File: src/rtl/pes_crc_stream_param.sv
// Streaming CRC generator/appender: echoes each beat, then appends the
// frame CRC MSB-chunk-first with m_last on the final chunk.
module pes_crc_stream_param #(
  parameter int               DATA_W  = 8,
  parameter int               CRC_W   = 16,
  parameter logic [CRC_W-1:0] POLY    = 16'h8005,
  parameter logic [CRC_W-1:0] INIT    = 16'h0000,
  parameter logic [CRC_W-1:0] XOR_OUT = 16'h0000
) (
  input  logic              clk,
  input  logic              rst,
  input  logic              s_valid,
  output logic              s_ready,
  input  logic [DATA_W-1:0] s_data,
  input  logic              s_last,
  output logic              m_valid,
  input  logic              m_ready,
  output logic [DATA_W-1:0] m_data,
  output logic              m_last,
  output logic              busy,
  output logic [CRC_W-1:0]  crc_value
);

  localparam int NCH   = CRC_W / DATA_W;
  localparam int CNT_W = (NCH > 1) ? $clog2(NCH) : 1;
  localparam logic [CNT_W-1:0] LAST_CNT = CNT_W'(NCH - 1);

  typedef enum logic [1:0] {
    IDLE,
    COMPUTE,
    APPEND
  } state_t;

  state_t           state;
  logic [CRC_W-1:0] crc;
  logic [CNT_W-1:0] cnt;
  logic             out_free;
  logic             fire_in;
  logic             fire_out;

  // DATA_W serial LFSR steps unrolled, MSB of the beat first
  function automatic logic [CRC_W-1:0] crc_step(
    input logic [CRC_W-1:0]  c,
    input logic [DATA_W-1:0] d
  );
    logic [CRC_W-1:0] r;
    logic             fb;
    r = c;
    for (int i = DATA_W - 1; i >= 0; i--) begin
      fb = r[CRC_W-1] ^ d[i];
      r  = {r[CRC_W-2:0], 1'b0} ^ (fb ? POLY : '0);
    end
    return r;
  endfunction

  function automatic logic [DATA_W-1:0] chunk_of(
    input logic [CRC_W-1:0] c,
    input logic [CNT_W-1:0] n
  );
    logic [CRC_W-1:0] f;
    f = (c ^ XOR_OUT) >> ((NCH - 1 - int'(n)) * DATA_W);
    return f[DATA_W-1:0];
  endfunction

  assign out_free  = !m_valid || m_ready;
  assign s_ready   = out_free && (state != APPEND);
  assign fire_in   = s_valid && s_ready;
  assign fire_out  = m_valid && m_ready;
  assign busy      = (state != IDLE);
  assign crc_value = crc;

  always_ff @(posedge clk) begin
    if (rst) begin
      state   <= IDLE;
      crc     <= INIT;
      cnt     <= '0;
      m_valid <= 1'b0;
      m_last  <= 1'b0;
      m_data  <= '0;
    end else begin
      unique case (state)
        APPEND: begin
          if (out_free) begin
            m_data  <= chunk_of(crc, cnt);
            m_valid <= 1'b1;
            if (cnt == LAST_CNT) begin
              m_last <= 1'b1;
              crc    <= INIT;
              cnt    <= '0;
              state  <= IDLE;
            end else begin
              m_last <= 1'b0;
              cnt    <= cnt + 1'b1;
            end
          end
        end
        default: begin
          if (fire_in) begin
            m_data  <= s_data;
            m_valid <= 1'b1;
            m_last  <= 1'b0;
            crc     <= crc_step(crc, s_data);
            state   <= s_last ? APPEND : COMPUTE;
          end else if (fire_out) begin
            m_valid <= 1'b0;
          end
        end
      endcase
    end
  end

endmodule
File: config.mk
export PLATFORM = sky130hd
export DESIGN_NAME = pes_crc_stream_param
export DESIGN_NICKNAME = d
export VERILOG_FILES = /design/src/rtl/pes_crc_stream_param.sv
export SDC_FILE = /design/constraint.sdc
export NUM_CORES = 1
export LEC_CHECK = 0
export ABC_AREA = 1
export BUFFER_PORTS_ARGS = -buffer_cell sky130_fd_sc_hd__buf_2
export CELL_PAD_IN_SITES_DETAIL_PLACEMENT = 2
export CELL_PAD_IN_SITES_GLOBAL_PLACEMENT = 2
export CORE_MARGIN = 3
export CORE_UTILIZATION = 30
export CTS_CLUSTER_SIZE = 30
export DETAILED_ROUTE_END_ITERATION = 6
export GPL_TIMING_DRIVEN = 1
export HOLD_SLACK_MARGIN = 0.05
export PLACE_DENSITY = 0.95
export SLEW_MARGIN = 20
export SYNTH_ARGS = -nofsm -noshare
export SYNTH_HDL_FRONTEND = slang
export SYNTH_SLANG_ARGS = --single-unit
export TNS_END_PERCENT = 5
File: constraint.sdc
create_clock -name clk -period 3.57 [get_ports clk]
set_input_delay 0.714 -clock clk [delete_from_list [all_inputs] [get_ports clk]]
set_output_delay 0.714 -clock clk [all_outputs]
set_load 0.02 [all_outputs]
### Word-level counts from Yosys, hierarchy flattened

Index checks and enable logic that the tools add are counted.

| storage, ports and cells | value |
|---|---|
| flip-flop bits (word level) | 29 |
| input port bits | 13 |
| output and inout port bits | 28 |
| word-level logic and storage cells | 70 |

| operators by class | value |
|---|---|
| add/subtract/negate cells | 2 |
| eq/ne operators | 4 |
| shifts and indexed selects | 1 |
| muxes and demuxes | 29 |
| bitwise logic cells | 16 |
| reductions and logical operators | 12 |

Operator list:

| operator | count |
|---|---|
| $mux 16 | 12 |
| $xor 16x16->16 | 8 |
| $shr 16x32->8 | 1 |
| $mux 8 | 3 |
| $mux 2 | 5 |
| $mux 1 | 9 |
| $xor 1x1->1 | 8 |
| $ne 2x2->1 const B | 3 |
| $reduce_and 2->1 | 3 |
| $reduce_bool 2->1 | 2 |
| $logic_and 1x1->1 | 3 |
| $reduce_and 3->1 | 1 |
| $reduce_bool 3->1 | 1 |
| $eq 2x2->1 const B | 1 |
| $sub 1x1->2 const A | 1 |
| $add 1x1->1 const B | 1 |
| $logic_not 1->1 | 1 |
| $logic_or 1x1->1 | 1 |

### Logic depth before layout (Yosys ltp)

| depth | value |
|---|---|
| depth in word-level cells | 26 |
| depth in mapped cells | 17 |
| gate-level depth less buffers | 17 |

### Worst setup path before layout

No wires, ideal clock.

| timing | value |
|---|---|
| path kind | input to register |
| start | in s_data[7] |
| end | reg crc[15] (netlist: crc_value[15]) |
| data arrival time | 1.852 ns |
| data required time | 3.443 ns |
| setup slack | 1.591 ns |
| stages on the path | 16 |
| cell sequence | inv_1 > nand2_1 > nand2_2 > nand2_2 > nand2_1 > nand2_2 > nand2_2 > nand2_2 > nand2_2 > nand2_1 > nand3_1 > nand3_2 > nand3_1 > nand3_2 > nand3_2 > a21oi_2 |

| between the ends | value |
|---|---|
| longest elaborated chain between the ends | 26 |

Ends and longest elaborated chain:

| element | line | text |
|---|---|---|
| from (decl) | 14 | `input logic [DATA_W-1:0] s_data,` |
| $xor 1x1->1 | 50 | `fb = r[CRC_W-1] ^ d[i];` |
| $mux 16 | 51 | `r = {r[CRC_W-2:0], 1'b0} ^ (fb ? POLY : '0);` |
| $xor 16x16->16 | 51 |  |
| $xor 1x1->1 | 50 |  |
| $mux 16 | 51 |  |
| $xor 16x16->16 | 51 |  |
| $xor 1x1->1 | 50 |  |
| $mux 16 | 51 |  |
| (+10 left out) | n/a |  |
| $xor 1x1->1 | 50 |  |
| $mux 16 | 51 |  |
| $xor 16x16->16 | 51 |  |
| $xor 1x1->1 | 50 |  |
| $mux 16 | 51 |  |
| $xor 16x16->16 | 51 |  |
| $mux 16 | 98 | `if (fire_in) begin` |
| $mux 16 | 81 | `unique case (state)` |
| to (signal assigned) | 102 | `crc <= crc_step(crc, s_data);` |
| to (decl) | 35 | `logic [CRC_W-1:0] crc;` |

Every way passes these cells. The select of a mux whose other input is x is not followed.
A chain may end at the register's enable or synchronous reset.

### Worst setup path after layout

| timing | value |
|---|---|
| start | reg state[0] |
| end | reg m_data[0] |

| between the ends | value |
|---|---|
| longest elaborated chain between the ends | 5 |
| elaborated cells on any way between the ends | 8 |
| classes of those cells | eq/ne: 3; mux: 1; reduce/logical: 4 |

Ends and longest elaborated chain:

| element | line | text |
|---|---|---|
| from (decl) | 34 | `state_t state;` |
| from (signal assigned) | 103 | `state <= s_last ? APPEND : COMPUTE;` |
| $ne 2x2->1 | 66 | `assign s_ready = out_free && (state != APPEND);` |
| $logic_and 1x1->1 | 66 |  |
| $logic_and 1x1->1 | 67 | `assign fire_in = s_valid && s_ready;` |
| $reduce_bool 2->1 (no source line) | n/a |  |
| $reduce_and 2->1 (no source line) | n/a |  |
| to (signal assigned) | 84 | `m_data <= chunk_of(crc, cnt);` |
| to (signal assigned) | 99 | `m_data <= s_data;` |
| to (decl) | 18 | `output logic [DATA_W-1:0] m_data,` |

Several ways; a longest one is shown, not always the timed one.

==> flow_metrics.tcl <==
set metrics [dict create \
    detailroute.via_count 1677 \
    grt_pass1_vias 1905 \
    clk_pin_slew_ns 0.07 \
    fmax_ghz 0.423 \
    fin_nets 277 \
    final_cells 332 \
    n_antenna_cell 0 \
    io_buffer_count 40 \
    hold_path_class "register to register" \
    n_fill_cell 609 \
    crit_arrival_ns 2.58 \
    yosysWarnings 0 \
    cap_violations 0 \
    relSlewSlack 0.613 \
    outcome "complete, no violations" \
    crit_path_max_fanout 19 \
    ys_seq_area_frac 0.373 \
    final_common_cell "nand2_1" \
    rows 25 \
    final_cell_mix "nand2_1 (49), buf_2 (40), dfxtp_1 (29)" \
    power.switching_w 0.000356 \
    pin_count 41 \
    vias_per_cell 5.05 \
    syn-num-nets 237 \
    dieHeight_um 78.0 \
    final_area_um2 1900 \
    synth.top_cell.area_share 0.373 \
    r2r_start "state[0]$_SDFFE_PP0P_" \
    numPlacedInstances 324 \
    grt-ovfl-total 0 \
    antenna_found_initial 0 \
    placedInstanceArea_um2 1800 \
    initial_utilization 0.319 \
    grt_pass1_wl_mm 9.83 \
    cts_max_path_buffers 2 \
    worstHoldStart "state[1]$_SDFFE_PP0P_" \
    cts_tree "yes" \
    core_um2 4880 \
    firstDrtPassIters 4 \
    setup_viol 0 \
    cts_sinks 29 \
    finalCritPeriodShare 0.663 \
    areaGrowthSynthToFinish_pct 21.9 \
    startpoint "state[0]$_SDFFE_PP0P_" \
    reg2reg_depth 10 \
    comb_power_share 0.287 \
    power.share.switching 0.367 \
    peakVddDrop_mv 0.176 \
    hold_depth 2 \
    fin_crit_ns 2.37 \
    cts-resized-gates 0 \
    ant_nets 0 \
    tightest_slew_ns 0.577 \
    wl_per_cell_um 17.8 \
    post_cts_buffers 0 \
    die-area_um2 6090 \
    htree_levels 2 \
    rsz0062_at_grt "no" \
    place_congestion 0.808 \
    synth-seq-cells 29 \
    drive_above_1_share 0.268 \
    route.detailed.drc 0 \
    pwr-share-clk 0.315 \
    grt_start_max_net_pins 23 \
    synth_area_leaders "dfxtp_1 (37%), nand2_1 (12%), a21oi_1 (8.7%)" \
    p_per_area_nw_per_um2 511 \
    syn_inst 224 \
    wirelength_mm 5.90 \
    clk_latency_ns 0.29 \
    dp_hpwl_mm 4.28 \
    post-synth-top-area-cell "dfxtp_1" \
    finalSetupTns_ns 0 \
    drt_iter0_markers 42 \
    holdBufCountCts 0 \
    ys_types 22 \
    reg2reg_slack_ns 1.20 \
    cts_buffers 5 \
    clock_skew_ns 0.00448 \
    leakage_nw 0.901 \
    power_w 0.000970 \
    track_usage 0.209 \
    start_kind "register" \
    seq_area_um2 581 \
    syn_area_um2 1560 \
    p_int_w 0.000614 \
    die_x_um 78.0 \
    slew_viol_final 0 \
    criticalPathCategory "register to register" \
    multi_input_area_um2 838 \
    avgSynthCellArea_um2 6.95 \
    p_seq_frac 0.398 \
    worstSetupEndpointType "register" \
    hold_violations 0 \
    required_ns 3.78 \
    cts_root_buf "clkbuf_8" \
]
## cells by family after synthesis
logic type	count (synthesis)	share of synthesized area
buffers and inverters	32	0.0884
AOI/OAI and AO/OA	60	0.206
DFF	29	0.373
and+or+nand+nor	95	0.278
xor gates and xnor gates	8	0.0547
## flip-flops by register name, summed over array words and instances (netlist names)
signal / cells
crc_value: 16
state: 2
cnt: 1
m_valid: 1
m_data: 8
m_last: 1
## power by group through the flow
| stage | Combinational, W | Sequential (W) | Clock, W |
|---|---|---|---|
| 2_1_floorplan | 0.000160 | 0.000417 | 0 |
| 3_3_place_gp | 0.000259 | 0.000391 | 0 |
| 3_5_place_dp | 0.000274 | 0.000393 | 0 |
| 4_1_cts | 0.000282 | 0.000386 | 0.000312 |
| 5_1_grt | 0.000308 | 0.000391 | 0.000332 |
| 6_report | 0.000279 | 0.000386 | 0.000306 |
## worst max-delay path, cell delays in order (launching register included)
cell	delay [ns]
dfxtp_1	0.38
nor2_1	0.07
inv_2	0.28
nand2_1	0.15
inv_2	0.08
nand2_1	0.20
inv_2	0.29
nor2_1	0.10
inv_1	0.38
o21ai_0	0.19
a31oi_1	0.16
## final timing paths
check / end
hold reg to reg: state[1]$_SDFFE_PP0P_
setup / recovery: m_data[0]$_SDFFE_PP0P_
setup reg to reg: m_data[0]$_SDFFE_PP0P_
hold / removal: state[1]$_SDFFE_PP0P_
## synth_stat cells, drive strengths merged
cell type / instances
dfxtp: 29
o21ai: 23
nand3: 17
a21oi: 28
nand2: 59
xor2: 4
dlygate4sd1: 1
a31oi: 6
xnor2: 4
buf: 2
o22ai: 1
nor2: 19
inv: 24
clkbuf: 4
clkinv: 1
a311oi: 2
## through the flow
step / hold slack, ns / util / setup slack [ns]
2_1_floorplan: 0.445 / - / 1.59
3_3_place_gp: 0.454 / 0.368 / 1.28
3_5_place_dp: 0.459 / 0.368 / 1.07
4_1_cts: 0.469 / 0.389 / 1.20
5_1_grt: 0.509 / 0.389 / 0.960
6_report: 0.468 / 0.389 / 1.20
## routing by layer
metal | wire length, um | GRT usage | part of all wire
met4 | 97 | 0.0664 | 0.016
met5 | 0 | 0 | 0
met3 | 176 | 0.0482 | 0.030
met2 | 2990 | 0.366 | 0.51
met1 | 2630 | 0.252 | 0.45
## cell type report
class / instances / share of cell area
multi-input cells: 163 / 0.442
clock buffers: 7 / 0.0508
inverters: 25 / 0.0494
repair buffers: 40 / 0.105
well taps: 67 / 0.0442
flip-flops and latches: 29 / 0.306
clock inverters: 1 / 0.00264
(Power assumes the default switching activity.)
